File: config.mk
export PLATFORM = sky130hd
export DESIGN_NAME = alu_wb_stage
export DESIGN_NICKNAME = d
export VERILOG_FILES = /design/src/rtl/alu_wb_pkg.sv /design/src/rtl/wb_fifo.sv /design/src/rtl/alu_wb_stage.sv
export SDC_FILE = /design/constraint.sdc
export NUM_CORES = 1
export LEC_CHECK = 0
export BUFFER_PORTS_ARGS = -buffer_cell sky130_fd_sc_hd__buf_4
export CORE_ASPECT_RATIO = 2
export CORE_MARGIN = 2
export CORE_UTILIZATION = 49
export DETAILED_ROUTE_END_ITERATION = 16
export PLACE_DENSITY = 0.85
export SYNTH_ARGS = -nofsm -noshare
export SYNTH_HDL_FRONTEND = slang
export SYNTH_SLANG_ARGS = --single-unit
File: constraint.sdc
create_clock -name m_clock -period 1.7 [get_ports m_clock]
set_input_delay 0.425 -clock m_clock [delete_from_list [all_inputs] [get_ports m_clock]]
set_output_delay 0.425 -clock m_clock [all_outputs]
set_load 0.01 [all_outputs]
File: src/rtl/alu_wb_pkg.sv
// Shared definitions for the ALU writeback stage.
//   DEF_DATA_W / DEF_REG_AW / DEF_DEPTH : default result width, register index
//                                         width and FIFO depth
//   wb_entry_t                          : one queued writeback {data, rd, zero}
//   is_trap_ov()                        : true when an op must raise an overflow
//                                         exception instead of writing back
package alu_wb_pkg;

  localparam int unsigned DEF_DATA_W = 32;
  localparam int unsigned DEF_REG_AW = 5;
  localparam int unsigned DEF_DEPTH  = 2;

  typedef struct packed {
    logic [DEF_DATA_W-1:0] data;
    logic [DEF_REG_AW-1:0] rd;
    logic                  zero;
  } wb_entry_t;

  function automatic logic is_trap_ov(input logic trap, input logic ov);
    return trap & ov;
  endfunction

endpackage

File: src/rtl/wb_fifo.sv
// Generic synchronous FIFO used as the writeback queue.
// Optional feature macro: ALU_WB_FWD_EN (exposes age-ordered storage for the
// forwarding search).
// Ports:
//   clk_i, rst_ni : clock, asynchronous active-low reset (empties the queue)
//   push_i        : write din_i at the tail (ignored when full)
//   pop_i         : advance the head (ignored when empty)
//   din_i         : entry to enqueue
//   head_o        : oldest entry, all-zero when empty
//   full_o        : DEPTH entries held
//   empty_o       : no entries held
//   ord_o         : (ALU_WB_FWD_EN) storage ordered oldest (index 0) to youngest
//   valid_o       : (ALU_WB_FWD_EN) ord_o[i] holds a live entry
module wb_fifo
  import alu_wb_pkg::*;
#(
  parameter type         entry_t = wb_entry_t,
  parameter int unsigned DEPTH   = DEF_DEPTH
) (
  input  logic             clk_i,
  input  logic             rst_ni,
  input  logic             push_i,
  input  logic             pop_i,
  input  entry_t           din_i,
  output entry_t           head_o,
  output logic             full_o,
  output logic             empty_o
`ifdef ALU_WB_FWD_EN
  ,
  output entry_t           ord_o [DEPTH],
  output logic [DEPTH-1:0] valid_o
`endif
);

  localparam int unsigned AW = $clog2(DEPTH);

  entry_t        mem_q [DEPTH];
  logic [AW-1:0] wr_ptr_q, wr_ptr_d;
  logic [AW-1:0] rd_ptr_q, rd_ptr_d;
  logic [AW:0]   count_q, count_d;
  logic          do_push, do_pop;

  assign full_o  = (count_q == (AW+1)'(DEPTH));
  assign empty_o = (count_q == '0);
  assign do_push = push_i & ~full_o;
  assign do_pop  = pop_i & ~empty_o;

  // Pointers wrap naturally because DEPTH is a power of two.
  always_comb begin
    wr_ptr_d = wr_ptr_q;
    rd_ptr_d = rd_ptr_q;
    count_d  = count_q;
    if (do_push) wr_ptr_d = wr_ptr_q + AW'(1);
    if (do_pop)  rd_ptr_d = rd_ptr_q + AW'(1);
    case ({do_push, do_pop})
      2'b10:   count_d = count_q + (AW+1)'(1);
      2'b01:   count_d = count_q - (AW+1)'(1);
      default: count_d = count_q;
    endcase
  end

  always_ff @(posedge clk_i or negedge rst_ni) begin
    if (!rst_ni) begin
      wr_ptr_q <= '0;
      rd_ptr_q <= '0;
      count_q  <= '0;
    end else begin
      wr_ptr_q <= wr_ptr_d;
      rd_ptr_q <= rd_ptr_d;
      count_q  <= count_d;
    end
  end

  always_ff @(posedge clk_i or negedge rst_ni) begin
    if (!rst_ni) begin
      for (int unsigned i = 0; i < DEPTH; i++) mem_q[i] <= '0;
    end else if (do_push) begin
      mem_q[wr_ptr_q] <= din_i;
    end
  end

  // Head is muxed from storage only, so it never depends on this cycle's inputs.
  assign head_o = empty_o ? '0 : mem_q[rd_ptr_q];

`ifdef ALU_WB_FWD_EN
  always_comb begin
    valid_o = '0;
    for (int unsigned i = 0; i < DEPTH; i++) begin
      ord_o[i]   = mem_q[rd_ptr_q + AW'(i)];
      valid_o[i] = ((AW+1)'(i) < count_q);
    end
  end
`endif

endmodule

File: src/rtl/alu_wb_stage.sv
// Writeback stage downstream of the ALU: queues results for the register-file
// write port and turns trapping add/sub overflow into an exception handshake.
// Optional feature macro: ALU_WB_FWD_EN (adds the fwd_* forwarding query).
// Ports:
//   m_clock, p_reset           : clock, asynchronous active-low reset
//   in_valid/in_ready          : ALU result handshake
//   in_out, in_overflow,
//   in_zero, in_rd, in_trap    : ALU result, flags, destination, trap-on-overflow
//   wb_valid/wb_ready          : register-file write handshake for the head entry
//   wb_data, wb_rd, wb_zero    : head entry, all zero when the queue is empty
//   exc_valid, exc_rd, exc_ack : pending overflow exception and its acknowledge
//   fwd_rs, fwd_hit, fwd_data  : (ALU_WB_FWD_EN) youngest queued value for fwd_rs
module alu_wb_stage
  import alu_wb_pkg::*;
#(
  parameter int unsigned DATA_W = DEF_DATA_W,
  parameter int unsigned REG_AW = DEF_REG_AW,
  parameter int unsigned DEPTH  = DEF_DEPTH
) (
  input  logic              m_clock,
  input  logic              p_reset,
  input  logic              in_valid,
  output logic              in_ready,
  input  logic [DATA_W-1:0] in_out,
  input  logic              in_overflow,
  input  logic              in_zero,
  input  logic [REG_AW-1:0] in_rd,
  input  logic              in_trap,
  output logic              wb_valid,
  input  logic              wb_ready,
  output logic [DATA_W-1:0] wb_data,
  output logic [REG_AW-1:0] wb_rd,
  output logic              wb_zero,
  output logic              exc_valid,
  output logic [REG_AW-1:0] exc_rd,
  input  logic              exc_ack
`ifdef ALU_WB_FWD_EN
  ,
  input  logic [REG_AW-1:0] fwd_rs,
  output logic              fwd_hit,
  output logic [DATA_W-1:0] fwd_data
`endif
);

  typedef struct packed {
    logic [DATA_W-1:0] data;
    logic [REG_AW-1:0] rd;
    logic              zero;
  } entry_t;

  entry_t            fifo_din, fifo_head;
  logic              fifo_full, fifo_empty;
  logic              run_q;
  logic              exc_q, exc_d;
  logic [REG_AW-1:0] exc_rd_q, exc_rd_d;
  logic              accept, trap_ov, push, pop;

`ifdef ALU_WB_FWD_EN
  entry_t            fifo_ord [DEPTH];
  logic [DEPTH-1:0]  fifo_vld;
`endif

  // run_q keeps in_ready low while reset is held and for the release edge,
  // since the queue and exception flag alone would already look "ready".
  assign in_ready = run_q & ~fifo_full & ~exc_q;
  assign accept   = in_valid & in_ready;
  assign trap_ov  = is_trap_ov(in_trap, in_overflow);
  // Writes to r0 are accepted and silently dropped.
  assign push     = accept & ~trap_ov & (in_rd != '0);
  assign pop      = ~fifo_empty & wb_ready;

  assign fifo_din = '{data: in_out, rd: in_rd, zero: in_zero};

  wb_fifo #(
    .entry_t (entry_t),
    .DEPTH   (DEPTH)
  ) u_fifo (
    .clk_i   (m_clock),
    .rst_ni  (p_reset),
    .push_i  (push),
    .pop_i   (pop),
    .din_i   (fifo_din),
    .head_o  (fifo_head),
    .full_o  (fifo_full),
    .empty_o (fifo_empty)
`ifdef ALU_WB_FWD_EN
    ,
    .ord_o   (fifo_ord),
    .valid_o (fifo_vld)
`endif
  );

  assign wb_valid = ~fifo_empty;
  assign wb_data  = fifo_head.data;
  assign wb_rd    = fifo_head.rd;
  assign wb_zero  = fifo_head.zero;

  // A new exception can only be accepted while none is pending, so set and
  // acknowledge never coincide.
  always_comb begin
    exc_d    = exc_q;
    exc_rd_d = exc_rd_q;
    if (exc_q && exc_ack) begin
      exc_d    = 1'b0;
      exc_rd_d = '0;
    end else if (accept && trap_ov) begin
      exc_d    = 1'b1;
      exc_rd_d = in_rd;
    end
  end

  always_ff @(posedge m_clock or negedge p_reset) begin
    if (!p_reset) begin
      run_q    <= 1'b0;
      exc_q    <= 1'b0;
      exc_rd_q <= '0;
    end else begin
      run_q    <= 1'b1;
      exc_q    <= exc_d;
      exc_rd_q <= exc_rd_d;
    end
  end

  assign exc_valid = exc_q;
  assign exc_rd    = exc_rd_q;

`ifdef ALU_WB_FWD_EN
  // Scan oldest to youngest so the last match (youngest) wins.
  always_comb begin
    fwd_hit  = 1'b0;
    fwd_data = '0;
    for (int unsigned i = 0; i < DEPTH; i++) begin
      if (fifo_vld[i] && (fifo_ord[i].rd == fwd_rs) && (fwd_rs != '0)) begin
        fwd_hit  = 1'b1;
        fwd_data = fifo_ord[i].data;
      end
    end
  end
`endif

endmodule

==> summary.md, run 1 <==
| Metric | Value |
|---|---|
| # clock sinks | `87` |
| Crit-path max FO | `9` |
| CP Cell Sequence | `buf_6, nor2_4, buf_4, buf_16, nor2_1, buf_4` |
| Area growth, synth to finish | `37.9%` |
| Antenna-violating nets left | `0` |
| Failing checks | `negative setup slack` |
| CP max stage cell | `dfrtp_1` |
| I/O pins | `91` |
| Net Count, Synth | `345` |
| Pwr Total | `0.0119 W` |
| GPL Wtd Cong | `0.802` |
| Diodes inserted | `0` |
| Max-slew violation count | `0` |
| Sequential fraction of the synthesis area | `53.2%` |
| DRC errors left | `0` |
| Max clock buf depth | `2` |
| Fillers | `553` |
| Worst slack, placed | `-0.139 ns` |
| Core Area | `8170 um^2` |
| CP Buf/Inv Count | `4` |
| Die W | `68.6 um` |
| Iteration-0 DRC Markers | `124` |
| Drt first pass iters | `4` |
| RSZ-0062 raised after global routing | `true` |
| Final hold viol count | `0` |
| WHS | `0.124 ns` |
| PnR worst setup slack | `-0.215 ns` |
| Distinct cells, synth | `29` |
| Net count, final | `455` |
| Skew final | `0.00946 ns` |
| Synth Area per Inst | `13.7 um^2` |
| Syn Inst Count | `299` |
| Worst skew pair latency | `0.34 ns` |
| Fmax | `522 MHz` |
| Worst EP required | `1.27 ns` |
| DRT Wirelength | `9.27 mm` |
| CP delay by family, top | `buffers and inverters` |
| Area of the multi-input gates | `1920 um^2` |
| #FFs+latches synth | `87` |
| Setup-failing EPs final | `40` |
| Syn Std Cell Area | `4090 um^2` |
| Hold Crit Class | `in -> async` |
| Die area | `9140 um^2` |
| DR WL/cell | `18.1 um` |
| Largest net degree at the start of global routing | `88` |
| Clock Power Share | `18.7%` |
| Peak VDD IR | `1.42 mV` |
| Grt ovf | `0` |
| Status | `finished, violations left` |
| Vias in the first global route | `2986` |
| CP startpoint kind | `flip-flop` |
| Detailed placement HPWL | `6.05 mm` |
| TritonCTS clock tree | `built` |
| GRT Util Overall | `22.6%` |
| Starting density of the core | `50.1%` |
| Initial antenna violation count | `0` |
| First-pass GRT wire length | `15.0 mm` |
| Clk root buf | `clkbuf_16` |
| Die Ht | `133 um` |
| Layout cells sized above 1 | `56.5%` |
| Critical Path End Type | `output port` |
| Commonest non-fill, non-tap cells in the layout | `buf_4, dfrtp_1, mux2_4, mux2_2, mux2i_1` |
| Arr. time, crit path | `1.49 ns` |
| Vias | `2721` |
| Sequential standard cell area | `2180 um^2` |
| Critical path class | `reg -> out` |
| Most used cell, CP | `buf_4` |
| Min Tclk post-route | `1.91 ns` |
| Period utilization | `113%` |
| CP max stage delay | `0.40 ns` |
| Reg power frac | `31.9%` |
| PortBufs | `90` |
| Switching fraction of total power | `32.9%` |
| Power density over cell area | `2110 nW/um^2` |
| Leading cell type in the layout, fill and taps excluded | `buf_4` |
| Static leakage | `2.75 nW` |
| Comb power frac | `49.4%` |
| Psw | `0.00392 W` |
| CTS Buf Count | `9` |
| Routed vias/inst | `5.31` |
| Max Cap Violations | `0` |
| Synth Warn # | `0` |
| Clk slew on worst S/H paths | `0.06 ns` |
| Pint | `0.00800 W` |
| Row count | `47` |
| H-Tree Depth | `3` |
## cells by family after synthesis
family	share of synthesized area, %
AOI/OAI and AO/OA	0.795
xor gates and xnor gates	1.07
adders and majority gates	0.306
buffers and inverters	3.52
DFF	53.2
muxes	33.9
other	0.0917
and+or+nand+nor	7.13
## synth_stat cells
cell      count  area, um^2
o21ai_0       5        25.0
nor2_4        1        11.3
xor2_1        2        17.5
buf_6         3        33.8
mux2_4       40         601
xnor2_1       3        26.3
nor4b_1       1        8.76
nor3_1        1        5.00
mux2i_1      38         380
nor2b_4       1        13.8
and2_1        1        6.26
nor2_1       41         154
ha_1          1        12.5
conb_1        1        3.75
nand3_1       1        5.00
mux2_2       36         405
buf_1         2        7.51
and4bb_4      1        16.3
buf_12        2        40.0
nand4_1       1        6.26
buf_4         2        15.0
inv_1         2        7.51
buf_2         5        25.0
a21o_1        1        7.51
nand2_1      14        52.6
and3_1        1        6.26
nand2b_1      1        6.26
clkbuf_1      4        15.0
dfrtp_1      87        2180
## worst paths after layout
check | cells past startpoint | from | end | slack, ns
setup / recovery | 6 | u_fifo.count_q[1]$_DFFE_PN0P_ | wb_data[19] | -0.21
hold reg to reg | 1 | u_fifo.wr_ptr_q$_DFFE_PN0N_ | u_fifo.wr_ptr_q$_DFFE_PN0N_ | 0.50
setup reg to reg | 9 | u_fifo.count_q[1]$_DFFE_PN0P_ | u_fifo.count_q[1]$_DFFE_PN0P_ | -0.15
max in group asynchronous | 2 | p_reset | u_fifo.rd_ptr_q$_DFFE_PN0P_ | 1.22
hold / removal | 2 | p_reset | u_fifo.mem_q[6]$_DFFE_PN0P_ | 0.12
min in group m_clock | 2 | in_out[20] | u_fifo.mem_q[64]$_DFFE_PN0P_ | 0.32
## state kept, by name, indices dropped and copies added (netlist names)
| name | flops |
|---|---|
| u_fifo.mem_q | 76 |
| exc_rd | 5 |
| u_fifo.count_q | 2 |
| exc_valid | 1 |
| run_q | 1 |
| u_fifo.rd_ptr_q | 1 |
| u_fifo.wr_ptr_q | 1 |
## power by group through the flow
stage	clock network (W)	logic (W)	registers, W
after floorplan	0	0.00311	0.00353
after global placement	0	0.00494	0.00364
after detailed placement	0	0.00506	0.00370
after CTS	0.00228	0.00579	0.00374
after global routing	0.00237	0.00626	0.00392
final	0.00223	0.00588	0.00380
## per-stage QoR
stage               std cells  setup TNS (ns)  util [%]  area, um^2
finish                    512           -7.34      69.0        5640
global route              512           -8.97      69.0        5640
CTS                       512           -7.26      68.5        5600
detailed placement        490           -4.06      61.6        5030
global placement          490           -2.58      61.6        5030
floorplan                 299               0         -        4100
## per-layer routing
| layer | share of wire [%] | global-route usage [%] | up-vias |
|---|---|---|---|
| met5 | 0 | 0 | - |
| met4 | 2.9 | 10.4 | 0 |
| met3 | 4.2 | 5.41 | 18 |
| met1 | 35 | 25.7 | 1384 |
| met2 | 58 | 38.2 | 67 |
| li1 | - | - | 1252 |
## worst reg2reg max path, stage by stage, from the launching register on
cell     delay [ns]
dfrtp_1        0.40
buf_6          0.13
nor2_4         0.12
buf_4          0.15
inv_1          0.05
and2_2         0.23
ha_4           0.17
xnor2_1        0.12
nor2_2         0.14
xor2_1         0.24
## repair_timing
action                     4_1_cts  5_1_grt
setup endpoints to repair       40       40
hold buffers                     0        0
gates resized for setup         35        7
setup buffers                    4        0
cloned                           2        0
pin swaps                        5        2
## cell type report
class | count | share of cell area [%]
well taps | 98 | 2.17
repair buffers | 117 | 18.9
flip-flops and latches | 87 | 38.6
multi-input cells | 192 | 34.1
clock inverters | 7 | 2.11
inverters | 2 | 0.133
clock buffers | 9 | 3.99
(Power assumes the default switching activity.)
==> run 2, diff against run 1 <==
--- a/config.mk
+++ b/config.mk
@@ -9,8 +9,10 @@
 export CORE_ASPECT_RATIO = 2
 export CORE_MARGIN = 2
 export CORE_UTILIZATION = 49
+export CTS_CLUSTER_DIAMETER = 40
 export DETAILED_ROUTE_END_ITERATION = 16
 export PLACE_DENSITY = 0.85
 export SYNTH_ARGS = -nofsm -noshare
 export SYNTH_HDL_FRONTEND = slang
+export SYNTH_HIERARCHICAL = 1
 export SYNTH_SLANG_ARGS = --single-unit
==> run 2 against run 1 <==
  * The run still ends with negative setup slack left
  * Wire length increased by 4.8%
  * Clock skew decreased by 0.0036 ns
  * Count of clock-buffer cells in the layout increased by 5
  * Die area decreased by 0.85%
  * Largest power group unchanged
==> summary.md, run 2 <==
| Metric | Value |
|---|---|
| WHS | `0.324 ns (was 0.124 ns)` |
| Initial antenna violation count | `0 (unchanged)` |
| Area growth, synth to finish | `40.6% (was 37.9%)` |
| Die W | `68.3 um (was 68.6 um)` |
| Antenna-violating nets left | `0 (unchanged)` |
| TNS Setup | `-25.93 ns (was -7.34 ns)` |
| Routed vias/inst | `5.32 (was 5.31)` |
| Min Tclk post-route | `1.98 ns (was 1.91 ns)` |
| Peak VDD IR | `1.20 mV (was 1.42 mV)` |
| Die Ht | `133 um (about the same)` |
| Placed inst area | `5080 um^2 (was 5030 um^2)` |
| Row count | `47 (unchanged)` |
| Clk root buf | `clkbuf_16 (unchanged)` |
| Sequential standard cell area | `2180 um^2 (about the same)` |
| Core Area | `8170 um^2 (unchanged)` |
| PnR worst setup slack | `-0.284 ns (was -0.215 ns)` |
| Drt first pass iters | `4 (unchanged)` |
| Setup-failing EPs final | `117 (was 40)` |
| Largest net degree at the start of global routing | `35 (was 88)` |
| Net Count, Synth | `344 (was 345)` |
| Starting density of the core | `49.6% (was 50.1%)` |
| Syn Std Cell Area | `4060 um^2 (was 4090 um^2)` |
| Max Cap Violations | `0 (unchanged)` |
| DRT Wirelength | `9.72 mm (was 9.27 mm)` |
| Commonest non-fill, non-tap cells in the layout | `buf_4, dfrtp_1, mux2_4, mux2i_1, nor2_1 (was buf_4, dfrtp_1, mux2_4, mux2_2, mux2i_1)` |
| Fillers | `562 (was 553)` |
| TritonCTS clock tree | `built (unchanged)` |
| Crit-path max FO | `11 (was 9)` |
| Final Cell Area | `5700 um^2 (was 5640 um^2)` |
| Static leakage | `2.81 nW (was 2.75 nW)` |
| DR WL/cell | `18.7 um (was 18.1 um)` |
| Synth Warn # | `6 (was 0)` |
| Max clock buf depth | `2 (unchanged)` |
| First-pass GRT wire length | `14.6 mm (was 15.0 mm)` |
| Hold Crit Class | `in -> reg (was in -> async)` |
| Worst slack, placed | `-0.271 ns (was -0.139 ns)` |
| Power density over cell area | `2040 nW/um^2 (was 2110 nW/um^2)` |
| CP startpoint kind | `flip-flop (unchanged)` |
| EDFF count, synth | `0 (unchanged)` |
| Yosys top cell area share | `53.7% (was 53.2%)` |
| Max-slew violation count | `0 (unchanged)` |
| Die area | `9060 um^2 (was 9140 um^2)` |
| I/O pins | `91 (unchanged)` |
| Layout cells sized above 1 | `53.8% (was 56.5%)` |
| Critical path class | `reg -> out (unchanged)` |
| Critical Path End Type | `output port (unchanged)` |
| Fmax | `504 MHz (was 522 MHz)` |
| Failing checks | `negative setup slack (unchanged)` |
| #FFs+latches synth | `87 (unchanged)` |
| Arr. time, crit path | `1.56 ns (was 1.49 ns)` |
| Vias in the first global route | `2956 (was 2986)` |
| Period utilization | `117% (was 113%)` |
| Grt ovf | `0 (unchanged)` |
| Syn Inst Count | `298 (was 299)` |
| GRT Util Overall | `21.9% (was 22.6%)` |
| DRC errors left | `0 (unchanged)` |
| Synth Area per Inst | `13.6 um^2 (was 13.7 um^2)` |
| Iteration-0 DRC Markers | `189 (was 124)` |
| Worst EP required | `1.27 ns (about the same)` |
| Net count, final | `463 (was 455)` |
| Final hold viol count | `0 (unchanged)` |
| Most frequent cell after synthesis | `dfrtp_1 (unchanged)` |
| PortBufs | `90 (unchanged)` |
| Worst skew pair latency | `0.34 ns (about the same)` |
| CTS Buf Count | `9 (unchanged)` |
| RSZ-0062 raised after global routing | `true (unchanged)` |
| Max reg flops | `76 (unchanged)` |
| Ys async rst share | `100% (unchanged)` |
| Synth area leader | `dfrtp_1 (unchanged)` |
| Detailed placement HPWL | `6.22 mm (was 6.05 mm)` |
| Status | `finished, violations left (unchanged)` |
| Sequential fraction of the synthesis area | `53.7% (was 53.2%)` |
| GPL Wtd Cong | `0.761 (was 0.802)` |
| H-Tree Depth | `3 (unchanged)` |
| Dominant synthesized flop cell | `dfrtp_1 (unchanged)` |
| Clk slew on worst S/H paths | `0.06 ns (about the same)` |
| Commonest cells in the netlist | `dfrtp_1, mux2_2, mux2i_1 (was dfrtp_1, nor2_1, mux2_4)` |
| Area of the multi-input gates | `1830 um^2 (was 1920 um^2)` |
| Vias | `2765 (was 2721)` |
| # clock sinks | `87 (unchanged)` |
| Synth top area cells | `dfrtp_1, mux2_2, mux2i_1, mux2_4, nor2_1 (was dfrtp_1, mux2_4, mux2_2, mux2i_1, nor2_1)` |
| Diodes inserted | `0 (unchanged)` |
| Leading cell type in the layout, fill and taps excluded | `buf_4 (unchanged)` |
| Largest Register | `u_fifo/mem_q (was u_fifo.mem_q)` |
| Distinct cells, synth | `29 (unchanged)` |
| Skew final | `0.00588 ns (was 0.00946 ns)` |
## run 2: changes by cell type after synthesis, sizes merged, moves of 2 or more
cell   previous run  this run
inv               2         8
nand2            14         8
mux2i            38        43
o21ai             5         0
nor2             42        40
nor3b             0         2
## run 2: routing by layer
layer  global-route usage (%)  up-vias  part of all wire (%)
li1                         -     1258                     -
met1                     23.3     1411                    37
met2                     38.9       73                    57
met3                     4.51       23                   2.9
met4                     10.8        0                   3.5
met5                        0        -                     0
## run 2: final timing paths
check                           slack [ns]  cells after the start                           from                           end
worst max-delay path                 -0.28                      6  u_fifo/count_q[1]$_DFFE_PN0P_                    wb_data[4]
worst min-delay path                  0.32                      2                     in_out[15]  u_fifo/mem_q[21]$_DFFE_PN0P_
worst max register to register       -0.26                      9  u_fifo/count_q[1]$_DFFE_PN0P_  u_fifo/mem_q[72]$_DFFE_PN0P_
worst min register to register        0.51                      1   u_fifo/mem_q[17]$_DFFE_PN0P_  u_fifo/mem_q[17]$_DFFE_PN0P_
max in group asynchronous             0.69                      3                        p_reset  u_fifo/mem_q[52]$_DFFE_PN0P_
min in group asynchronous             0.52                      2                        p_reset  u_fifo/mem_q[56]$_DFFE_PN0P_
## run 2: cells by family (layout without fill, tap and decap cells)
| group | count (synthesis) | count (layout) | synth area share, % |
|---|---|---|---|
| xor+xnor | 5 | 5 | 1.08 |
| simple gates | 57 | 57 | 6.51 |
| buf+inv | 26 | 150 | 4.41 |
| other cells | 1 | 1 | 0.0925 |
| mux | 119 | 119 | 33.6 |
| fa+ha+maj | 1 | 1 | 0.308 |
| flops | 87 | 87 | 53.7 |
| compound gates | 2 | 2 | 0.339 |
## run 2: cell type report
cell class,instances,area share [%]
sequential,87,38.2
timing repair buffer,126,20.9
multi-input combinational,185,32.2
tap,98,2.15
clock buffer,14,4.98
inverter,8,0.571
clock inverter,2,1.05
## run 2: what timing repair did
| action | in CTS | in global routing |
|---|---|---|
| pin swaps | 0 | 2 |
| setup endpoints to repair | 117 | 118 |
| hold buffers | 1 | 0 |
| resized for setup | 17 | 5 |
| setup buffers | 2 | 3 |
| endpoints found under the hold margin | 20 | 0 |
| cloned | 1 | 5 |
## run 2: per-stage QoR
step | std cells | power (W) | utilization [%]
2_1_floorplan | 298 | 0.00672 | -
3_3_place_gp | 492 | 0.00864 | 62.1
3_5_place_dp | 492 | 0.00883 | 62.1
4_1_cts | 512 | 0.0112 | 67.7
5_1_grt | 520 | 0.0123 | 69.7
6_report | 520 | 0.0116 | 69.7
## run 2: power breakdown
group | total, W | leakage (nW) | internal, W | switching [W]
logic | 0.00570 | 1.59 | 0.00336 | 0.00233
clock network | 0.00222 | 0.169 | 0.00145 | 0.000774
registers | 0.00372 | 1.05 | 0.00310 | 0.000628
## run 2: critical path: stages (launching register included)
cell and delay, ns:
dfrtp_1 0.41, buf_4 0.16, nor2_4 0.13, buf_12 0.16, buf_12 0.14, nor2_1 0.07, buf_4 0.15
